==> config.mk <==
export PLATFORM = sky130hd
export DESIGN_NAME = control_seq
export DESIGN_NICKNAME = d
export VERILOG_FILES = /design/src/rtl/control_seq.sv
export SDC_FILE = /design/constraint.sdc
export NUM_CORES = 1
export LEC_CHECK = 0
export CAP_MARGIN = 15
export CORE_MARGIN = 8
export CORE_UTILIZATION = 47
export CTS_CLUSTER_SIZE = 40
export DETAILED_ROUTE_END_ITERATION = 8
export GPL_ROUTABILITY_DRIVEN = 1
export PLACE_DENSITY = 0.76
export SYNTH_ARGS = -nofsm -noshare
export SYNTH_HDL_FRONTEND = slang
export SYNTH_SLANG_ARGS = --single-unit
export TNS_END_PERCENT = 10
==> constraint.sdc <==
create_clock -name Clk -period 2.55 [get_ports Clk]
set_clock_uncertainty 0.2 [all_clocks]
set_input_delay 0.765 -clock Clk [delete_from_list [all_inputs] [get_ports Clk]]
set_output_delay 0.765 -clock Clk [all_outputs]
set_load 0.02 [all_outputs]
==> src/rtl/control_seq.sv <==
// Multi-cycle control sequencer: fetches an opcode, decodes it into a class and walks
// FETCH/DECODE/EXEC[/MEM][/WB], driving datapath strobes as Moore outputs of the state.
module control_seq #(
    parameter int OPW      = 3,
    parameter int MCW      = 4,
    parameter int MEM_WAIT = 2
) (
    input  logic           Clk,
    input  logic           Reset,
    input  logic           Start,
    input  logic [MCW-1:0] Instr,
    output logic           UncdJmp,
    output logic           RdMem,
    output logic           WrMem,
    output logic           JType,
    output logic           IType,
    output logic           RegWrite,
    output logic           Movf,
    output logic [OPW-1:0] ALUOp,
    output logic           IRLoad,
    output logic           PCEn,
    output logic           Busy,
    output logic           Halted
);

    localparam logic [2:0] S_IDLE   = 3'd0;
    localparam logic [2:0] S_FETCH  = 3'd1;
    localparam logic [2:0] S_DECODE = 3'd2;
    localparam logic [2:0] S_EXEC   = 3'd3;
    localparam logic [2:0] S_MEM    = 3'd4;
    localparam logic [2:0] S_WB     = 3'd5;
    localparam logic [2:0] S_HALT   = 3'd6;

    localparam logic [3:0] CNT_LOAD = 4'(MEM_WAIT);

    logic [2:0]     state_reg, state_next;
    logic [MCW-1:0] opcode_reg, opcode_next;
    logic [3:0]     cnt_reg, cnt_next;

    logic [3:0]     op4;
    logic           hi_zero;
    logic           dec_uncd, dec_jtype, dec_itype, dec_movf;
    logic           dec_ld, dec_str, dec_short, dec_halt;
    logic [OPW-1:0] dec_alu;
    logic           in_exec, in_mem, in_wb, last_mem;

    assign op4 = opcode_reg[3:0];

    // Opcodes with any bit set above the low nibble decode as NOP.
    generate
        if (MCW > 4) begin : g_hi
            assign hi_zero = (opcode_reg[MCW-1:4] == '0);
        end else begin : g_nohi
            assign hi_zero = 1'b1;
        end
    endgenerate

    always_comb begin
        dec_uncd  = 1'b0;
        dec_jtype = 1'b0;
        dec_itype = 1'b0;
        dec_movf  = 1'b0;
        dec_ld    = 1'b0;
        dec_str   = 1'b0;
        dec_short = 1'b0;
        dec_halt  = 1'b0;
        dec_alu   = '0;
        if (!hi_zero) begin
            dec_short = 1'b1;
        end else begin
            case (op4)
                4'b0000: begin dec_uncd = 1'b1; dec_jtype = 1'b1; dec_short = 1'b1; end
                4'b0001, 4'b0010, 4'b0011, 4'b0100: begin dec_jtype = 1'b1; dec_short = 1'b1; end
                4'b0101: dec_alu = OPW'(3'b000);
                4'b0110: dec_alu = OPW'(3'b011);
                4'b0111: dec_str = 1'b1;
                4'b1000: dec_ld = 1'b1;
                4'b1001: dec_alu = OPW'(3'b110);
                4'b1010: dec_movf = 1'b1;
                4'b1100: begin dec_alu = OPW'(3'b111); dec_short = 1'b1; end
                4'b1101: begin dec_itype = 1'b1; dec_alu = OPW'(3'b001); end
                4'b1110: dec_itype = 1'b1;
                4'b1111: dec_halt = 1'b1;
                default: dec_short = 1'b1;
            endcase
        end
    end

    // Short instructions (jumps, cmp, NOP) retire in EXEC; ld/str detour through MEM.
    always_comb begin
        state_next  = state_reg;
        opcode_next = opcode_reg;
        cnt_next    = cnt_reg;
        case (state_reg)
            S_IDLE:   if (Start) state_next = S_FETCH;
            S_FETCH:  begin
                opcode_next = Instr;
                state_next  = S_DECODE;
            end
            S_DECODE: state_next = dec_halt ? S_HALT : S_EXEC;
            S_EXEC:   begin
                if (dec_short) begin
                    state_next = S_FETCH;
                end else if (dec_ld || dec_str) begin
                    state_next = S_MEM;
                    cnt_next   = CNT_LOAD;
                end else begin
                    state_next = S_WB;
                end
            end
            S_MEM:    begin
                cnt_next = cnt_reg - 4'd1;
                if (cnt_reg == 4'd1) state_next = dec_ld ? S_WB : S_FETCH;
            end
            S_WB:     state_next = S_FETCH;
            S_HALT:   state_next = S_HALT;
            default:  state_next = S_IDLE;
        endcase
    end

    always_ff @(posedge Clk) begin
        if (Reset) begin
            state_reg  <= S_IDLE;
            opcode_reg <= '0;
            cnt_reg    <= 4'd0;
        end else begin
            state_reg  <= state_next;
            opcode_reg <= opcode_next;
            cnt_reg    <= cnt_next;
        end
    end

    assign in_exec  = (state_reg == S_EXEC);
    assign in_mem   = (state_reg == S_MEM);
    assign in_wb    = (state_reg == S_WB);
    assign last_mem = in_mem && (cnt_reg == 4'd1);

    // ALU/immediate/move selects stay valid through WB so the write-back sees them.
    assign IRLoad   = (state_reg == S_FETCH);
    assign UncdJmp  = in_exec && dec_uncd;
    assign JType    = in_exec && dec_jtype;
    assign IType    = (in_exec || in_wb) && dec_itype;
    assign Movf     = (in_exec || in_wb) && dec_movf;
    assign ALUOp    = (in_exec || in_wb) ? dec_alu : '0;
    assign RdMem    = in_mem && dec_ld;
    assign WrMem    = in_mem && dec_str;
    assign RegWrite = in_wb;
    assign PCEn     = (in_exec && dec_short) || in_wb || (last_mem && dec_str);
    assign Busy     = (state_reg != S_IDLE) && (state_reg != S_HALT);
    assign Halted   = (state_reg == S_HALT);

endmodule
### Yosys cells after proc, flatten, opt, wreduce, memory -nomap -nowiden

Cells that the tools add are included.

* register bits after elaboration: 11
* latch bits: 0
* RAM bits: 0
* bits in read-only memories: 0
* logic and storage cells: 73
* memories: 0

* $add $sub $neg: 1
* $mul: 0
* divide/modulo/power cells: 0
* $lt $le $gt $ge: 0
* equality and inequality tests: 26
* shifts and indexed selects: 0
* muxes and demuxes: 20
* bitwise operators: 0
* reductions and logical operators: 23

Operators by type and width (count)
* 4-bit equality test, second input constant: 7
* 3-bit case mux with 7 select lines: 1
* 3-bit 2-to-1 mux: 6
* 4-bit by 3-bit equality test with 1-bit output, second input constant: 4
* 3-bit case mux with 4 select lines: 1
* 1-bit logical AND: 10
* 3-bit equality test, second input constant: 3
* 1-bit 2-to-1 mux: 9
* 9-bit OR reduction: 1
* 4-bit by 1-bit equality test with 1-bit output, second input constant: 2
* 4-bit by 2-bit equality test with 1-bit output, second input constant: 2
* 4-bit 2-to-1 mux: 2
* 4-bit case mux with 2 select lines: 1
* 3-bit by 2-bit equality test with 1-bit output, second input constant: 2
* 5-bit OR reduction: 1
* 4-bit zero test: 1
* 1-bit logical OR: 4
* 2-bit by 1-bit != test with 1-bit output, second input constant: 2
* 2-bit != test, second input constant: 2
* 4-bit by 1-bit subtractor with 4-bit output, second input constant: 1
* 3-bit by 1-bit equality test with 1-bit output, second input constant: 1
* 3-bit zero test: 1
* 3-bit != test, second input constant: 1
* 3-bit AND reduction: 1
* other kinds (4): 4

### Logic depth before layout (Yosys ltp)

Gate-level depths: netlist of run 1.

* depth in word-level cells: 6
* depth in mapped cells: 6
* gate-level depth less buffers: 6

### Worst setup path after synthesis of run 1

No wires, ideal clock.

* path kind: reg-to-output
* start: reg state_reg[0]
* end: out UncdJmp
* arrival: 1.717 ns
* required time: 1.585 ns
* path slack: -0.132 ns
* stages on the path, launching flop included: 4
* path buffers: 0
* cell sequence: dfxtp_1 inv_1 or3_1 nor4b_1

* word-level cells in the longest chain between the ends: 2

Ends and longest elaborated chain
* start: declaration: line 36 `logic [2:0] state_reg, state_next;`
* start signal: assignment: line 127 `state_reg <= state_next;`
* 3-bit by 2-bit equality test with 1-bit output: line 133 `assign in_exec = (state_reg == S_EXEC);`
* 1-bit logical AND: line 140 `assign UncdJmp = in_exec && dec_uncd;`
* end: declaration: line 12 `output logic UncdJmp,`

No other way between the ends.

### Worst setup path after layout of run 1

* start: reg cnt_reg[1]
* end: out PCEn

* word-level cells in the longest chain between the ends: 4

Ends and longest elaborated chain
* start: declaration: line 38 `logic [3:0] cnt_reg, cnt_next;`
* start signal: assignment: line 129 `cnt_reg <= cnt_next;`
* 4-bit by 1-bit equality test with 1-bit output: line 136 `assign last_mem = in_mem && (cnt_reg == 4'd1);`
* 1-bit logical AND: line 136
* 1-bit logical AND: line 148 `assign PCEn = (in_exec && dec_short) || in_wb || (last_mem && dec_str);`
* 1-bit logical OR: line 148
* end: declaration: line 21 `output logic PCEn,`

No other way between the ends.

==> results of run 1 <==
## synthesized netlist by cell type, types with 3 or more instances
| library cell | number | area, µm² |
|---|---|---|
| nand2_1 | 4 | 15.0 |
| nor3_1 | 3 | 15.0 |
| dfxtp_1 | 11 | 220 |
| a211oi_1 | 4 | 30.0 |
| buf_4 | 5 | 37.5 |
| nor2_1 | 16 | 60.1 |
| inv_1 | 4 | 15.0 |
| a21oi_1 | 11 | 55.1 |
| o21ai_0 | 4 | 20.0 |
| mux2i_1 | 4 | 40.0 |
## kinds of logic (layout without fill, tap and decap cells)
group / count (synthesis) / in the layout / share of synthesized area (%)
xor gates and xnor gates: 2 / 2 / 2.16
AOI/OAI and AO/OA: 26 / 26 / 21.8
buffers and inverters: 12 / 55 / 9.72
DFF: 11 / 11 / 27.2
adders and majority gates: 2 / 2 / 3.09
muxes: 4 / 4 / 4.94
and+or+nand+nor: 44 / 44 / 31.2
## where the power goes
| part | total (mW) | switching, mW | internal [mW] |
|---|---|---|---|
| Clock | 0.118 | 0.0573 | 0.0606 |
| Sequential | 0.194 | 0.0113 | 0.183 |
| Combinational | 0.149 | 0.0748 | 0.0740 |
| Total | 0.461 | 0.143 | 0.318 |
## cell type report
cell class                      count  area [µm²]  share of cell area (%)
Tap cell                           17        21.3                    1.76
Sequential cell                    11         228                    18.8
Clock buffer                        4        26.3                    2.17
Inverter                            4        15.0                    1.24
Multi-Input combinational cell     78         556                    46.0
Timing Repair Buffer               47         363                    30.0
## layer usage
metal / wire [µm] / share of wire (%)
met1: 959 / 42
met2: 1190 / 52
met3: 136 / 5.9
met4: 19 / 0.82
met5: 0 / 0
## metrics by stage
stage | worst slack [ps] | total power [mW] | instances
detailed placement | -313 | 0.345 | 157
global placement | -295 | 0.340 | 157
CTS | -133 | 0.461 | 161
global route | -176 | 0.487 | 161
finish | -49.5 | 0.461 | 161
floorplan | 27.2 | 0.280 | 101
## worst max-delay path, stage by stage, from the launching register on
cell and delay, ps:
dfxtp_2 330, inv_2 70, ha_4 120, or3b_4 390, nor3_4 190, nor2_1 60, o21ai_1 70, buf_4 150
## how the worst max path moves through the flow
stage	end	from	slack [ps]	cells after the start
floorplan	Movf	state_reg[0]	30	3
global placement	PCEn	cnt_reg[1]	-300	7
detailed placement	PCEn	cnt_reg[1]	-310	7
CTS	PCEn	cnt_reg[1]	-130	7
global route	PCEn	cnt_reg[1]	-180	7
finish	PCEn	cnt_reg[1]	-50	7
## what timing repair did
item,4_1_cts,5_1_grt
cloned,0,0
setup buffers,0,0
pin swaps,0,2
setup endpoints to repair,14,11
gates resized for setup,41,25
==> metrics.yaml, run 1 <==
placed_cell_area_mm2: 0.00118
hpwl_mm: 1.86
num_rows: 15
vias_per_cell: 5.65
worst_pin_slew_ps: 675
ant_nets: 0
use_met1_pct: 15.9
slew_violations: 0
reg2reg_to: "state_reg[2]"
hold_class: "flip-flop to flip-flop"
dr.pass1.iters: 4
whs_path_depth: 2
drt_wl_total_mm: 2.31
antenna_found_initial: 0
start_kind: "flip-flop"
layout_common_cells: "31 x buf_4, 14 x nor2_1, 10 x a21oi_1, 6 x dfxtp_2, 6 x clkdlybuf4s50_1"
utilization_pct: 72.4
cts_root_buf: "clkbuf_4"
setup_viol: 2
cts.sinks: 11
yosysWarnings: 0
holdPathEnd: "op4[3]"
die_h_um: 57.5
whs_ps: 354
worstPathArrival_ps: 1630
slew_headroom_pct: 54.9
ir_drop_mv: 0.365
drtIter0Drc: 19
reg2reg_slack_ps: 640
synthDistinctLibCells: 36
hold_start: "op4[3]"
port_buffers: 20
max-cap-violations: 0
cts_tree: "done"
antenna_cells: 0
die_w_um: 57.5
grt_overflow: 0
core_area_mm2: 0.00167
finalNetCount: 154
use_met2_pct: 28.0
setup_ws_ps: -49.5
synth_nets: 110
fin_area_mm2: 0.00121
wl_per_cell_um: 14.3
initial_core_util_pct: 48.5
fill_cells: 141
gp_congestion: 0.813
syn_inst: 101
setup_tns_ps: -85.5
drive_gt1_share_pct: 42.4
finalHoldViolations: 0
max_freq_mhz: 385
synth_seq_area_share_pct: 27.2
ys_seq_elements: 11
layout_commonest_cell: "buf_4"
grt_pass1_wl_mm: 4.11
violations: "setup timing"
grt_max_degree: 11
hold_buffers: 0
grt_util_met3_pct: 5.61
r2r-start: "op4[1]"
vias: 910
syn-cell-area_um2: 811
criticalPathCategory: "flip-flop to primary output"
clock_insertion_delay_worst_skew_ps: 270
grt_setup_unrepaired: "yes"
h-tree-depth: 1
r2r_cells: 5
synthFlopType: "dfxtp_1"
clock_path_buffers: 2
die_area_mm2: 0.00331
leakagePower_nw: 0.545
synthToLayoutAreaGrowth_pct: 49.1
grt_use_total_pct: 15.4
drc_errors: 0
post-route-period-util_pct: 102
status: "complete, but fails checks"
finalCriticalPeriod_ps: 2600
top_usage_layer: "met2"
end_kind: "primary output"
clk_pin_slew_ps: 60
grt_pass1_vias: 952
cts_made_buffers: 3
cp_max_fo: 2
synth.avg_cell_area_um2: 8.03
required_ps: 1590
async_flop_share_pct: 0
synth_edf_count: 0
io_pins: 21
powerDensity_mw_per_mm2: 381
No activity file was read; power rests on OpenSTA's default activity.
==> inputs of run 2 (changes only) <==
Settings changed: MAX_ROUTING_LAYER from default to met4.
==> run 2 against run 1 <==
The run still ends with setup timing left; cell count stayed put; sequential power hardly changed; highest routed layer unchanged; largest cell class unchanged; routed wire length hardly changed; via count stayed put.
==> metrics.yaml, run 2 (synthesized netlist as in run 1, its figures left out) <==
status: "complete, but fails checks"
violations: "setup timing"
drc_errors: 0  # unchanged
setup_viol: 2  # unchanged
gp_congestion: 0.825  # +1.5%
finalCriticalPeriod_ps: 2600  # +0.0696 ps
grt_overflow: 0  # unchanged
grt_max_degree: 11  # unchanged
start_kind: "flip-flop"
drtIter0Drc: 19  # unchanged
layout_commonest_cell: "buf_4"
setup_ws_ps: -49.6  # -0.0696 ps
io_pins: 21  # unchanged
post-route-period-util_pct: 102  # about the same
slew_headroom_pct: 55.0  # about the same
ant_nets: 0  # unchanged
finalHoldViolations: 0  # unchanged
vias: 910  # unchanged
post_cts_buffers: 0  # unchanged
cts_root_buf: "clkbuf_4"
use_met1_pct: 16.0  # +0.13 points
layout_common_cells: "31 x buf_4, 14 x nor2_1, 10 x a21oi_1, 6 x dfxtp_2, 6 x clkdlybuf4s50_1"
powerDensity_mw_per_mm2: 381  # about the same
worst_pin_slew_ps: 674  # -0.371 ps
grt_use_total_pct: 15.7  # +0.27 points
placed_cell_area_mm2: 0.00118  # unchanged
synthToLayoutAreaGrowth_pct: 48.9
top_usage_layer: "met2"
grt_util_met3_pct: 4.71  # -0.90 points
fin_area_mm2: 0.00121  # -0.10%
cts_made_buffers: 3  # unchanged
core_area_mm2: 0.00167  # unchanged
port_buffers: 20  # unchanged
dr.pass1.iters: 4  # unchanged
cts.sinks: 11  # unchanged
clock_insertion_delay_worst_skew_ps: 270  # about the same
required_ps: 1590  # about the same
worstPathArrival_ps: 1630  # about the same
antenna_found_initial: 0  # unchanged
grt_pass1_vias: 957  # +0.53%
wl_per_cell_um: 14.3  # about the same
criticalPathCategory: "flip-flop to primary output"
drive_gt1_share_pct: 42.4  # unchanged
hold_class: "flip-flop to flip-flop"
cts_tree: "done"
ir_drop_mv: 0.365  # about the same
finalNetCount: 154  # unchanged
slew_violations: 0  # unchanged
vias_per_cell: 5.65  # unchanged
antenna_cells: 0  # unchanged
power_mw: 0.460  # -0.15%
grt_setup_unrepaired: "yes"
die_w_um: 57.5  # unchanged
end_kind: "primary output"
max_freq_mhz: 385  # about the same
max-cap-violations: 0  # unchanged
clock_path_buffers: 2  # unchanged
h-tree-depth: 1  # unchanged
grt_pass1_wl_mm: 4.10  # -0.17%
clk_pin_slew_ps: 60  # about the same
drt_wl_total_mm: 2.31  # about the same
leakagePower_nw: 0.547  # +0.27%
initial_core_util_pct: 48.5  # unchanged
use_met2_pct: 28.0  # unchanged
die_area_mm2: 0.00331  # unchanged
die_h_um: 57.5  # unchanged
hpwl_mm: 1.86  # unchanged
cp_max_fo: 2  # unchanged
num_rows: 15  # unchanged
run 2: changes by cell type in the layout (fill, tap and decap cells not counted):
cell | before | now
dlygate4sd2_1 | 4 | 5
clkdlybuf4s15_1 | 1 | 0
run 2: path summary, 6_finish.rpt:
check	start	end	slack (ps)	cells after the start
max reg2reg	op4[1]	state_reg[2]	640	5
min	op4[3]	op4[3]	350	2
max	cnt_reg[1]	PCEn	-50	7
min reg2reg	op4[3]	op4[3]	350	2
run 2: area by class of cell:
class / count / area [µm²]
Clock buffer: 4 / 26.3
Fill cell: 142 / 463
Inverter: 4 / 15.0
Multi-Input combinational cell: 78 / 556
Sequential cell: 11 / 228
Tap cell: 17 / 21.3
Timing Repair Buffer: 47 / 362
run 2: repair_timing:
action | CTS | global route
gates resized for setup | 41 | 24
hold buffers | 0 | 0
endpoints found under the setup margin | 14 | 10
pin swaps | 0 | 2
run 2: layer usage:
layer | vias to the layer above | part of all wire (%)
li1 | 450 | -
met1 | 428 | 42
met2 | 28 | 52
met3 | 4 | 5.5
met4 | 0 | 0.87
met5 | - | 0
run 2: metrics by stage:
step / util [%] / worst slack [ps] / hold WS, ps / instances / setup TNS [ps]
floorplan: - / 27.2 / 252 / 101 / 0
global placement: 70.5 / -295 / 334 / 157 / -581
detailed placement: 70.5 / -313 / 345 / 157 / -799
CTS: 71.2 / -133 / 356 / 161 / -185
global route: 72.3 / -170 / 406 / 161 / -267
finish: 72.3 / -49.6 / 354 / 161 / -85.7
run 2: power breakdown:
part | switching [mW] | internal (mW)
clock network | 0.0574 | 0.0606
registers | 0.0113 | 0.183
logic | 0.0746 | 0.0734
total | 0.143 | 0.317
run 2: worst max-delay path, cell delays in order, from the launching register on:
cell,delay [ps]
dfxtp_2,330
inv_2,70
ha_4,120
or3b_4,390
nor3_4,190
nor2_1,60
o21ai_1,70
buf_4,150
==> inputs of run 3 (changes only) <==
Settings changed: CORE_ASPECT_RATIO from default to 1.1.
==> run 3 against run 2 <==
The run still ends with setup timing left; via count grew 1.3%; sequential share of layout area shrank 0.31 points; critical path depth is the same; worst setup slack lost 25 ps; non-clock buffer count grew 1; cell count grew 0.62%.
==> metrics.yaml, run 3 (synthesized netlist as in run 1, its figures left out) <==
h-tree-depth: 1  # unchanged
io_pins: 21  # unchanged
vias_per_cell: 5.69  # +0.69%
cts_made_buffers: 3  # unchanged
grt_pass1_vias: 917  # -4.2%
setup_ws_ps: -74.7  # -25.1 ps
drive_gt1_share_pct: 44.1  # +1.8 points
cts.sinks: 11  # unchanged
finalCriticalPeriod_ps: 2620  # +25.1 ps
drtIter0Drc: 35  # +16
drt_wl_total_mm: 2.51  # +8.8%
place_ws_ps: -313  # +0.318 ps
whs_ps: 355  # +1.34 ps
clock_path_buffers: 2  # unchanged
startpoint: "cnt_reg[1]"
grt_use_total_pct: 15.2  # -0.49 points
required_ps: 1590  # about the same
post-route-period-util_pct: 103  # +0.98 points
worstPathArrival_ps: 1660  # +30 ps
dr.pass1.iters: 4  # unchanged
start_kind: "flip-flop"
die_h_um: 59.6  # +3.5%
initial_core_util_pct: 50.8  # +2.3 points
r2r-start: "state_reg[2]"
max-cap-violations: 0  # unchanged
reg2reg_slack_ps: 550  # -90 ps
end_kind: "primary output"
criticalPathCategory: "flip-flop to primary output"
core_area_mm2: 0.00160  # -4.5%
die_w_um: 55.6  # -3.4%
violations: "setup timing"
layout_commonest_cell: "buf_4"
ant_nets: 0  # unchanged
slew_headroom_pct: 52.1  # -2.9 points
status: "complete, but fails checks"
synthToLayoutAreaGrowth_pct: 50.6
power_mw: 0.471  # +2.3%
hold_class: "flip-flop to flip-flop"
die_area_mm2: 0.00331  # about the same
endpoint: "PCEn"
setup_viol: 2  # unchanged
cts_root_buf: "clkbuf_4"
antenna_cells: 0  # unchanged
vias: 922  # +1.3%
layout_common_cells: "32 x buf_4, 14 x nor2_1, 11 x a21oi_1, 6 x dfxtp_1, 6 x clkdlybuf4s50_1"
worst_pin_slew_ps: 717  # +42.9 ps
powerDensity_mw_per_mm2: 386  # +1.2%
grt_overflow: 0  # unchanged
drc_errors: 0  # unchanged
r2r_cells: 6  # +1
ir_drop_mv: 0.261  # -28%
cp_max_fo: 2  # unchanged
grt_max_degree: 11  # unchanged
num_rows: 15  # unchanged
finalNetCount: 155  # +0.65%
placed_cell_area_mm2: 0.00118  # unchanged
max_freq_mhz: 381  # -0.96%
gp_congestion: 0.857  # +3.9%
leakagePower_nw: 0.545  # -0.38%
clock_insertion_delay_worst_skew_ps: 270  # about the same
wl_per_cell_um: 15.5  # +8.2%
fin_area_mm2: 0.00122  # +1.1%
slew_violations: 0  # unchanged
clk_pin_slew_ps: 70  # about the same
setup_tns_ps: -105  # -19.7 ps
cts_tree: "done"
port_buffers: 20  # unchanged
grt_setup_unrepaired: "yes"
reg2reg_to: "cnt_reg[3]"
grt_pass1_wl_mm: 4.06  # -0.83%
hpwl_mm: 1.83  # -1.4%
antenna_found_initial: 0  # unchanged
finalHoldViolations: 0  # unchanged
## run 3: report_power, final
group          internal (mW)  switching (mW)  leakage [nW]
registers              0.182          0.0110        0.0918
clock network         0.0606          0.0649        0.0150
logic                 0.0762          0.0760         0.438
total                  0.319           0.152         0.545
## run 3: through the flow
step / cells / utilization, %
floorplan: 101 / -
global placement: 157 / 73.8
detailed placement: 157 / 73.8
CTS: 161 / 74.2
global route: 162 / 76.5
finish: 162 / 76.5
## run 3: critical path: stages (launching register included)
cell     delay [ps]
dfxtp_2         330
inv_2            80
ha_4            120
or3b_4          370
nor3_2          200
nor2_1           70
o21ai_1          70
buf_4           150
## run 3: layout make-up
class	instances	area (µm²)
fillers	131	374
inverters	4	15.0
multi-input cells	78	557
flip-flops and latches	11	226
clock buffers	4	26.3
well taps	17	21.3
repair buffers	48	375
## run 3: worst min-delay path by stage
| stage | from | endpoint | cells after the start |
|---|---|---|---|
| 6_report | op4[3] | op4[3] | 2 |
| 3_5_place_dp | cnt_reg[3] | cnt_reg[3] | 2 |
| 5_1_grt | op4[3] | op4[3] | 2 |
| 2_1_floorplan | cnt_reg[3] | cnt_reg[3] | 1 |
| 4_1_cts | cnt_reg[3] | cnt_reg[3] | 2 |
| 3_3_place_gp | cnt_reg[3] | cnt_reg[3] | 2 |
## run 3: what timing repair did
action | in CTS | in global routing
setup endpoints to repair | 14 | 10
pin swaps | 0 | 2
setup buffers | 0 | 1
hold buffers | 0 | 0
resized for setup | 46 | 22
## run 3: layer usage
| metal | routed length, µm | GRT usage [%] |
|---|---|---|
| met1 | 1110 | 16.6 |
| met2 | 1300 | 26.8 |
| met3 | 100 | 3.86 |
| met4 | 6 | 4.23 |
| met5 | 0 | - |
